--- config.mk ---
export PLATFORM = sky130hd
export DESIGN_NAME = ff_bank_readout
export DESIGN_NICKNAME = d
export VERILOG_FILES = /design/src/rtl/ff_bank_readout.sv
export SDC_FILE = /design/constraint.sdc
export NUM_CORES = 1
export LEC_CHECK = 0
export ABC_AREA = 1
export BUFFER_PORTS_ARGS = -buffer_cell sky130_fd_sc_hd__buf_2
export CORE_ASPECT_RATIO = 1.1
export CORE_MARGIN = 8
export CORE_UTILIZATION = 40
export DETAILED_ROUTE_END_ITERATION = 16
export GPL_TIMING_DRIVEN = 0
export SETUP_SLACK_MARGIN = 0.3
export SLEW_MARGIN = 25
export SYNTH_ARGS = -nofsm -noshare
export SYNTH_HDL_FRONTEND = slang
export SYNTH_SLANG_ARGS = --single-unit
--- constraint.sdc ---
create_clock -name clk -period 1.3 [get_ports clk]
set_input_delay 0.325 -clock clk [delete_from_list [all_inputs] [get_ports clk]]
set_output_delay 0.325 -clock clk [all_outputs]
set_load 0.01 [all_outputs]
--- src/rtl/ff_bank_readout.sv ---
`default_nettype none
// ============================================================================
//  Module      : ff_bank_readout
//  Description : WIDTH-bit register bank with load enable, synchronous clear
//                value and power-up init value. A snapshot of the bank can be
//                shifted out LSB-first over a valid/ready serial link,
//                optionally followed by an even-parity beat.
//  Revision    : 1.0 - initial release
// ============================================================================
module ff_bank_readout #(
    parameter int               WIDTH    = 4,
    parameter logic [WIDTH-1:0] RST_VAL  = WIDTH'(4'b0110),
    parameter logic [WIDTH-1:0] INIT_VAL = WIDTH'(4'b0000),
    parameter bit               PARITY   = 1'b1
) (
    input  logic             clk,
    input  logic             clr,
    input  logic [WIDTH-1:0] d,
    input  logic             en,
    output logic [WIDTH-1:0] q,
    input  logic             snap,
    output logic             busy,
    output logic             sout,
    output logic             sout_valid,
    input  logic             sout_ready,
    output logic             sout_last
);

    // Beat counter must be able to hold WIDTH itself after the last data
    // beat, so it never wraps inside a frame.
    localparam int             c_cnt_w    = $clog2(WIDTH + 1);
    localparam logic [c_cnt_w-1:0] c_last_idx = c_cnt_w'(WIDTH - 1);

    typedef enum logic [1:0] {
        ST_IDLE  = 2'd0,
        ST_SHIFT = 2'd1,
        ST_PAR   = 2'd2
    } state_t;

    // Declaration initialisers give the FPGA power-up values.
    logic [WIDTH-1:0]   r_bank   = INIT_VAL;
    logic [WIDTH-1:0]   r_shadow = '0;
    logic               r_ptity  = 1'b0;
    logic [c_cnt_w-1:0] r_count  = '0;
    state_t             r_state  = ST_IDLE;

    state_t             w_state_next;
    logic               w_last_data;
    logic               w_xfer;

    assign q    = r_bank;
    assign busy = (r_state != ST_IDLE);

    assign w_last_data = (r_count == c_last_idx);
    assign w_xfer      = sout_valid && sout_ready;

    // Bank register: clear value wins, then parallel load; otherwise hold.
    always_ff @(posedge clk) begin
        if (clr) begin
            r_bank <= RST_VAL;
        end else if (en) begin
            r_bank <= d;
        end
    end

    // Serializer state register.
    always_ff @(posedge clk) begin
        if (clr) begin
            r_state <= ST_IDLE;
        end else begin
            r_state <= w_state_next;
        end
    end

    // Shadow, parity and beat counter. The snapshot takes the pre-edge bank
    // value, so a load on the same edge does not leak into the frame.
    always_ff @(posedge clk) begin
        if (clr) begin
            r_shadow <= '0;
            r_ptity  <= 1'b0;
            r_count  <= '0;
        end else begin
            case (r_state)
                ST_IDLE: begin
                    if (snap) begin
                        r_shadow <= r_bank;
                        r_ptity  <= ^r_bank;
                        r_count  <= '0;
                    end
                end
                ST_SHIFT: begin
                    if (w_xfer) begin
                        r_shadow <= r_shadow >> 1;
                        r_count  <= r_count + c_cnt_w'(1);
                    end
                end
                default: begin
                end
            endcase
        end
    end

    // Next-state and serial outputs; outputs depend on state only, so they
    // stay stable while the sink stalls.
    always_comb begin
        w_state_next = r_state;
        sout_valid   = 1'b0;
        sout         = 1'b0;
        sout_last    = 1'b0;
        case (r_state)
            ST_IDLE: begin
                if (snap) begin
                    w_state_next = ST_SHIFT;
                end
            end
            ST_SHIFT: begin
                sout_valid = 1'b1;
                sout       = r_shadow[0];
                sout_last  = w_last_data && !PARITY;
                if (sout_ready && w_last_data) begin
                    w_state_next = PARITY ? ST_PAR : ST_IDLE;
                end
            end
            ST_PAR: begin
                sout_valid = 1'b1;
                sout       = r_ptity;
                sout_last  = 1'b1;
                if (sout_ready) begin
                    w_state_next = ST_IDLE;
                end
            end
            default: begin
                w_state_next = ST_IDLE;
            end
        endcase
    end

endmodule
`default_nettype wire
# ---- After elaboration in Yosys (flattened, before gate mapping)
# Index checks and enable logic that the tools add are counted.
dict set report totals {
  regBits 14
  input_bits 9
  elab_cells 36
}
dict set report classes {
  addsub 1
  eq_ne 7
  muxes 13
  reduce_logical 10
}
# operator n
set op_table {}
lappend op_table {{2-to-1 mux 4 bit} 2}
lappend op_table {{inequality test 2 bit (second input constant)} 4}
lappend op_table {{one-hot mux 4 bit (2 select lines)} 1}
lappend op_table {{2-to-1 mux 2 bit} 3}
lappend op_table {{2-to-1 mux 3 bit} 2}
lappend op_table {{one-hot mux 2 bit (3 select lines)} 1}
lappend op_table {{one-hot mux 3 bit (2 select lines)} 1}
lappend op_table {{AND reduction 3 bit} 2}
lappend op_table {{nonzero test 2 bit} 2}
lappend op_table {{XOR reduction 4 bit} 1}
lappend op_table {{adder 3 x 1 -> 3 bit (second input constant)} 1}
lappend op_table {{equality test 3 x 2 -> 1 bit (second input constant)} 1}
lappend op_table {{equality test 2 x 1 -> 1 bit (second input constant)} 1}
lappend op_table {{equality test 2 bit (second input constant)} 1}
lappend op_table {{logical AND 1 bit} 2}
lappend op_table {{logical NOT 2 bit} 1}
lappend op_table {{2-to-1 mux 1 bit} 2}
lappend op_table {{one-hot mux 1 bit (2 select lines)} 1}
lappend op_table {{AND reduction 2 bit} 1}
lappend op_table {{OR reduction 2 bit} 1}

# ---- Logic depth before layout (Yosys ltp)
# Gate-level depths: netlist of run 1.
dict set report depth {
  depth_word 6
  ltp_mapped 9
  ltp_nobuf 8
}

# ---- Worst setup path before layout of run 1
# Ideal clock, no wire load.
dict set report synth_path {
  path_type {register to output}
  startpoint {register r_state[1]}
  endpoint {output port sout}
  t_arrival_ns 1.165
  t_required_ns 0.975
  path_slack_ns -0.190
  stages_incl_launch_ff 6
  n_path_buf 1
  path_cell_list {dfxtp_1 inv_1 ha_1 buf_2 nand2_1 a21boi_0}
}
dict set report synth_between {
  elab_chain_len 2
}
# element line_no
set synth_lines {}
lappend synth_lines {{start: declaration} 45} ;# state_t r_state = ST_IDLE;
lappend synth_lines {{start signal: assignment} 71} ;# r_state <= w_state_next;
lappend synth_lines {{equality test 2 bit / equality test 2 x 1 -> 1 bit (equally long branches)} 110} ;# case (r_state)
lappend synth_lines {{one-hot mux 1 bit (2 select lines) *} 110}
lappend synth_lines {{end: declaration} 23} ;# output logic sout,
# Mark *: on every way between the ends. The rest lies on a longest branch, timed or not.

# ---- Worst setup path after layout of run 1
dict set report layout_path {
  startpoint {register r_state[0]}
  endpoint {output port sout}
}
# The elaborated chain is that of the path after synthesis.

==> results of run 1 <==
-- logic make-up (layout without fill, tap and decap cells) --
logic type	after synthesis	count (layout)	share of synthesized area, %
buf+inv	25	56	12.6
fa+ha+maj	7	7	10.8
flops	14	14	34.4
simple gates	68	68	33.3
compound gates	14	14	8.91
-- final cells by class --
class | count | area [sq um]
buffer | 2 | 22.5
clock buffer | 3 | 22.5
fill | 194 | 721
inverter | 23 | 96.3
multi-input combinational | 89 | 541
sequential | 14 | 298
tap | 28 | 35.0
timing repair buffer | 28 | 221
-- state kept, by name (all words and copies together) (netlist names) --
name,flops
r_shadow,4
r_count,3
r_ptity,1
r_state,2
q,4
-- per-stage QoR --
step / util (%) / setup TNS [ps] / cells
detailed placement: 50.4 / -528 / 172
global placement: 50.4 / -331 / 172
global route: 63.2 / -2220 / 187
CTS: 61.6 / -1420 / 187
floorplan: - / 0 / 128
finish: 63.2 / -1590 / 187
-- power groups by stage --
stage | Combinational (mW) | Clock, mW | Sequential, mW
3_3_place_gp | 1.07 | 0 | 0.624
4_1_cts | 1.47 | 0.256 | 0.639
2_1_floorplan | 0.885 | 0 | 0.618
5_1_grt | 1.74 | 0.296 | 0.660
3_5_place_dp | 1.10 | 0 | 0.627
6_report | 1.58 | 0.246 | 0.644
-- routing by layer --
metal / track usage, % / vias up / part of all wire (%)
met4: 6.29 / 0 / 0.71
met2: 19.5 / 15 / 48
met3: 4.67 / 2 / 5.4
met1: 13.4 / 375 / 46
li1: - / 452 / -
met5: 0 / - / 0
-- worst max-delay path: stages (launching register included) --
cell	delay [ps]
dfxtp_4	400
inv_6	50
ha_4	250
a21boi_2	150
buf_2	140
-- synthesized netlist by cell type --
library cell / count / share of area [%]
buf_2: 1 / 0.61
nand4_1: 2 / 1.5
a21boi_0: 1 / 0.92
nand2_1: 44 / 20
nand2_2: 1 / 0.77
nor2_1: 18 / 8.3
o21ai_0: 7 / 4.3
a21oi_1: 6 / 3.7
clkinv_1: 1 / 0.46
nand3_2: 1 / 1.2
inv_1: 21 / 9.7
dfxtp_1: 14 / 34
ha_1: 7 / 11
nand3_1: 2 / 1.2
inv_2: 1 / 0.46
buf_6: 1 / 1.4
-- worst min path at each step --
stage / to / from / cells after the start / slack, ps
finish: q[2]$_SDFFE_PP1P_ / d[2] / 3 / 250
global route: q[1]$_SDFFE_PP1P_ / d[1] / 3 / 240
CTS: q[2]$_SDFFE_PP1P_ / d[2] / 3 / 250
detailed placement: r_shadow[1]$_SDFFE_PP0P_ / r_shadow[1]$_SDFFE_PP0P_ / 4 / 500
global placement: r_shadow[1]$_SDFFE_PP0P_ / r_shadow[1]$_SDFFE_PP0P_ / 4 / 500
floorplan: r_shadow[3]$_SDFFE_PP0P_ / clr / 1 / 400
-- cells in the final DEF, fill, tap and decap left out, drive strengths merged --
master and instances:
a21boi 1, a21oi 6, buf 30, clkbuf 3, clkinv 1, dfxtp 14
ha 7, inv 22, nand2 45, nand3 3, nand4 2, nor2 18
o21ai 7
-- what timing repair did --
| action | 4_1_cts | 5_1_grt |
|---|---|---|
| buffers inserted | 11 | 0 |
| pin swaps | 5 | 2 |
| cloned | 1 | 0 |
| endpoints found under the setup margin | 18 | 18 |
| gates resized for setup | 28 | 11 |
==> results.cfg, run 1 <==
[timing]
min_period_ps = 1600
timing.final.crit_share_pct = 123
slew_headroom_pct = 81.8
setup_ws_ps = -297
rsz0062_at_grt = true
setup_viol = 11
fmax_mhz = 626
drv_slew = 0
finClkSkew_ps = 9.48
tightest_slew_ps = 271
final_hold_viol_count = 0
hold_slack_ps = 252

[cts]
cts.sinks = 14
cts_max_level = 1
cts_tree = yes
numCtsBuffers = 3
clk_path_buf_depth = 2
clock_latency_ps = 280
cts-root-buf = clkbuf_4
clkTransAtPathRegs_ps = 90
cts_hold_buf = 0

[route]
drt_iter0_drc = 15
postRouteAntennaNets = 0
drt_first_pass_iters = 4
routedWlPerCell_um = 11.3
routed_wirelength_um = 2120
drcViolationCount = 0
vias = 844
vias_per_cell = 4.51

[floorplanning]
start_util_pct = 41.6
dieArea_sq_mm = 0.00374
die_y_um = 63.3
core-area_sq_mm = 0.00196
io_pins = 17
rows = 17
die_w_um = 59.0

[setup_path]
worst-r2r-setup-slack_ps = -140
path_class = reg2out
crit_path_max_fanout = 3
start_kind = flop
arrival_ps = 1270
r2r_start = r_state[0]$_SDFFE_PP0P_
crit_required_ps = 980
crit_path_end_kind = output pin
crit_end = sout
cp-startpoint = r_state[0]$_SDFFE_PP0P_
reg2reg_to = r_count[1]$_SDFFE_PP0P_
reg2reg_depth = 9

[place]
pre_cts_ws_ps = -154
port_buffers = 16
place_area_sq_um = 987
dpl.hpwl_um = 1370
globalplace.congestion = 0.714

[global_route]
grt_pass1_vias = 777
grt_overflow = 0
grt_pass1_wl_um = 3520
grt_antenna_before_repair = 0
track_usage_pct = 12.2
grt_max_degree = 10

[synthesis]
yosys_warnings = 0
synth_cell_type_count = 16
synth_area_sq_um = 815
synth_nets = 144
synth_area_per_cell_sq_um = 6.36
ys_seq_area_share_pct = 34.4
synth-seq-cells = 14
synthCells = 128

[layout]
diodes = 0
drive_gt1_share_pct = 42.1
fin_nets = 177
final_design_area_no_fill_sq_mm = 0.00124
area_delta_synth_final_pct = 51.8

[pwr]
p_switching_mw = 1.04
p_clk_share_pct = 10.0
p_int_mw = 1.43
power_frac_seq_pct = 26.1
peakVddDrop_uv = 1140
comb_power_share_pct = 63.9
p_leak_nw = 0.623
p_per_area_mw_per_mm2 = 2000
swShare_pct = 42.0
total_power_mw = 2.47

[run_status]
violations = setup timing
status = finished, violations left

[run]
maxCapViolations = 0

[hold_path]
hold_path.class = in2reg
Power figures use the tool's default switching activity.
==> run 2, diff against run 1 <==
--- a/config.mk
+++ b/config.mk
@@ -5,7 +5,6 @@
 export SDC_FILE = /design/constraint.sdc
 export NUM_CORES = 1
 export LEC_CHECK = 0
-export ABC_AREA = 1
 export BUFFER_PORTS_ARGS = -buffer_cell sky130_fd_sc_hd__buf_2
 export CORE_ASPECT_RATIO = 1.1
 export CORE_MARGIN = 8
==> run 2 against run 1 <==
The run still ends with setup timing left; wire length down 16%; register-to-register slack worse by 180 ps; worst setup slack worse by 41 ps; via count down 24%; sequential power down 4.2%; sequential share of layout area down 0.20 points; maximum frequency down 2.5%; total power down 0.89%; worst hold slack worse by 0.60 ps; first-iteration DRC count down 73%; highest routed layer unchanged.
==> results.cfg, run 2 <==
[setup_path]
arrival_ps = 1310
critPathBufInv = 3
path_class = reg2out
slowest_stage = dfxtp_4
critPathMaxStageDelay_ps = 380
critPathTopFamily = flip-flops
start_kind = flop
crit_path_max_fanout = 4
crit_path_end_kind = output pin
crit_required_ps = 980
worstPathCellList = inv_6, ha_4, buf_8, a22oi_2, nor2b_4, buf_6

[pwr]
peakVddDrop_uv = 1040
power_frac_seq_pct = 25.2
p_clk_share_pct = 12.6
total_power_mw = 2.44
p_int_mw = 1.62
p_per_area_mw_per_mm2 = 1930
comb_power_share_pct = 62.1
p_leak_nw = 0.539
swShare_pct = 33.8
p_switching_uw = 827

[timing]
setup_ws_ps = -337
slew_headroom_pct = 79.8
setup_viol = 13
min_period_ps = 1640
rsz0062_at_grt = true
hold_slack_ps = 251
drv_slew = 0
timing.final.crit_share_pct = 126
tightest_slew_ps = 304
fmax_mhz = 611
final_hold_viol_count = 0
finClkSkew_ps = 1.73

[run_status]
status = finished, violations left
violations = setup timing

[route]
drt_iter0_drc = 4
routed_wirelength_um = 1780
vias = 638
routedWlPerCell_um = 12.9
drt_first_pass_iters = 2
vias_per_cell = 4.62
drcViolationCount = 0
postRouteAntennaNets = 0

[layout]
diodes = 0
final_common_cell = buf_6
ff_latch_area_sq_um = 303
fin_nets = 127
area_delta_synth_final_pct = 57.1
drive_gt1_share_pct = 54.5
fillers = 157
final_util_pct = 64.8
multi_input_area_sq_um = 573
final_design_area_no_fill_sq_mm = 0.00127
final_cell_mix = buf_6, mux2i_1, dfxtp_1

[cts]
cts_max_level = 1
cts_hold_buf = 0
clk_path_buf_depth = 2
cts.sinks = 14
clock_latency_ps = 270
numCtsBuffers = 3
cts-root-buf = clkbuf_4
clkTransAtPathRegs_ps = 80
cts_tree = yes

[floorplanning]
io_pins = 17
die_w_um = 58.8
rows = 17
dieArea_sq_mm = 0.00371
start_util_pct = 41.2
core-area_sq_mm = 0.00196
die_y_um = 63.1

[global_route]
grt_max_degree = 11
track_usage_pct = 10.2
grt_antenna_before_repair = 0
grt_overflow = 0
grt_pass1_vias = 683
grt_pass1_wl_um = 2990

[place]
place_area_sq_um = 980
port_buffers = 15
dpl.hpwl_um = 1210
globalplace.congestion = 0.675

[hold_path]
hold_path.class = in2reg

[synthesis]
yosysTopAreaCellShare_pct = 34.7
yosys_warnings = 0
synth_edf_count = 0
ys.flop_type = dfxtp_1
synth-async-reset-ratio_pct = 0
synth_area_sq_um = 807
synth-seq-cells = 14
yosysTopAreaCell = dfxtp_1
yosysMostFrequentCell = dfxtp_1
ys_seq_area_share_pct = 34.7
synth_nets = 95
synth_commonest_cells = dfxtp_1, mux2i_1, ha_1
ys_top_cells_by_area = dfxtp_1, mux2i_1, ha_1
synthCells = 79
synth_area_per_cell_sq_um = 10.2
synth_cell_type_count = 25

[run]
maxCapViolations = 0
[run 2: cell type report]
class / instances / area share (%)
plain buffers: 4 / 3.06
clock buffers: 4 / 2.86
inverters: 5 / 2.07
multi-input cells: 56 / 45.2
flip-flops and latches: 14 / 23.9
well taps: 28 / 2.76
repair buffers: 27 / 20.1
[run 2: what timing repair did]
item,CTS,global route
endpoints found under the setup margin,18,18
gates resized for setup,22,7
setup buffers,10,1
pin swaps,6,4
gates cloned,1,0
[run 2: metrics by stage]
stage	setup TNS [ps]	instances	setup WS (ps)
after floorplan	-352	79	-105
after global placement	-968	122	-195
after detailed placement	-1170	122	-210
after CTS	-3160	137	-373
after global routing	-3920	138	-394
final	-3040	138	-337
[run 2: power groups by stage]
stage,Sequential (mW),Clock [mW],Combinational (mW)
final,0.617,0.309,1.52
after detailed placement,0.619,0,1.04
after global routing,0.629,0.341,1.64
after CTS,0.613,0.324,1.49
after floorplan,0.607,0,0.857
after global placement,0.616,0,1.02
[run 2: worst register-to-register path: stages, from the launching register on]
cell and delay [ps]:
dfxtp_4 370, inv_6 70, ha_4 130, buf_8 90, buf_4 170, nand3_4 80
a21oi_4 170, bufbuf_16 280, buf_4 100, a211oi_2 50
[run 2: worst paths after layout]
check                                             start                        to  slack [ps]  cells past startpoint
worst min-delay path                               d[1]         q[1]$_SDFFE_PP1P_         250                      2
worst max register to register  r_state[1]$_SDFFE_PP0P_  r_shadow[0]$_SDFFE_PP0P_        -320                      9
worst max-delay path            r_state[1]$_SDFFE_PP0P_                      sout        -340                      6
worst min register to register  r_count[2]$_SDFFE_PP0P_   r_count[2]$_SDFFE_PP0P_         490                      2
[run 2: routing by layer]
layer / GRT usage, % / routed length [um]
met5: 0 / 0
met1: 11.7 / 822
met2: 16.5 / 835
met3: 2.43 / 101
met4: 5.39 / 16
[run 2: logic make-up after synthesis]
group	count (synthesis)	share of synthesized area [%]
and+or+nand+nor	24	18.3
DFF	14	34.7
AOI/OAI and AO/OA	12	14.0
adders and majority gates	7	10.9
buffers and inverters	9	6.51
xor gates and xnor gates	3	3.26
muxes	10	12.4
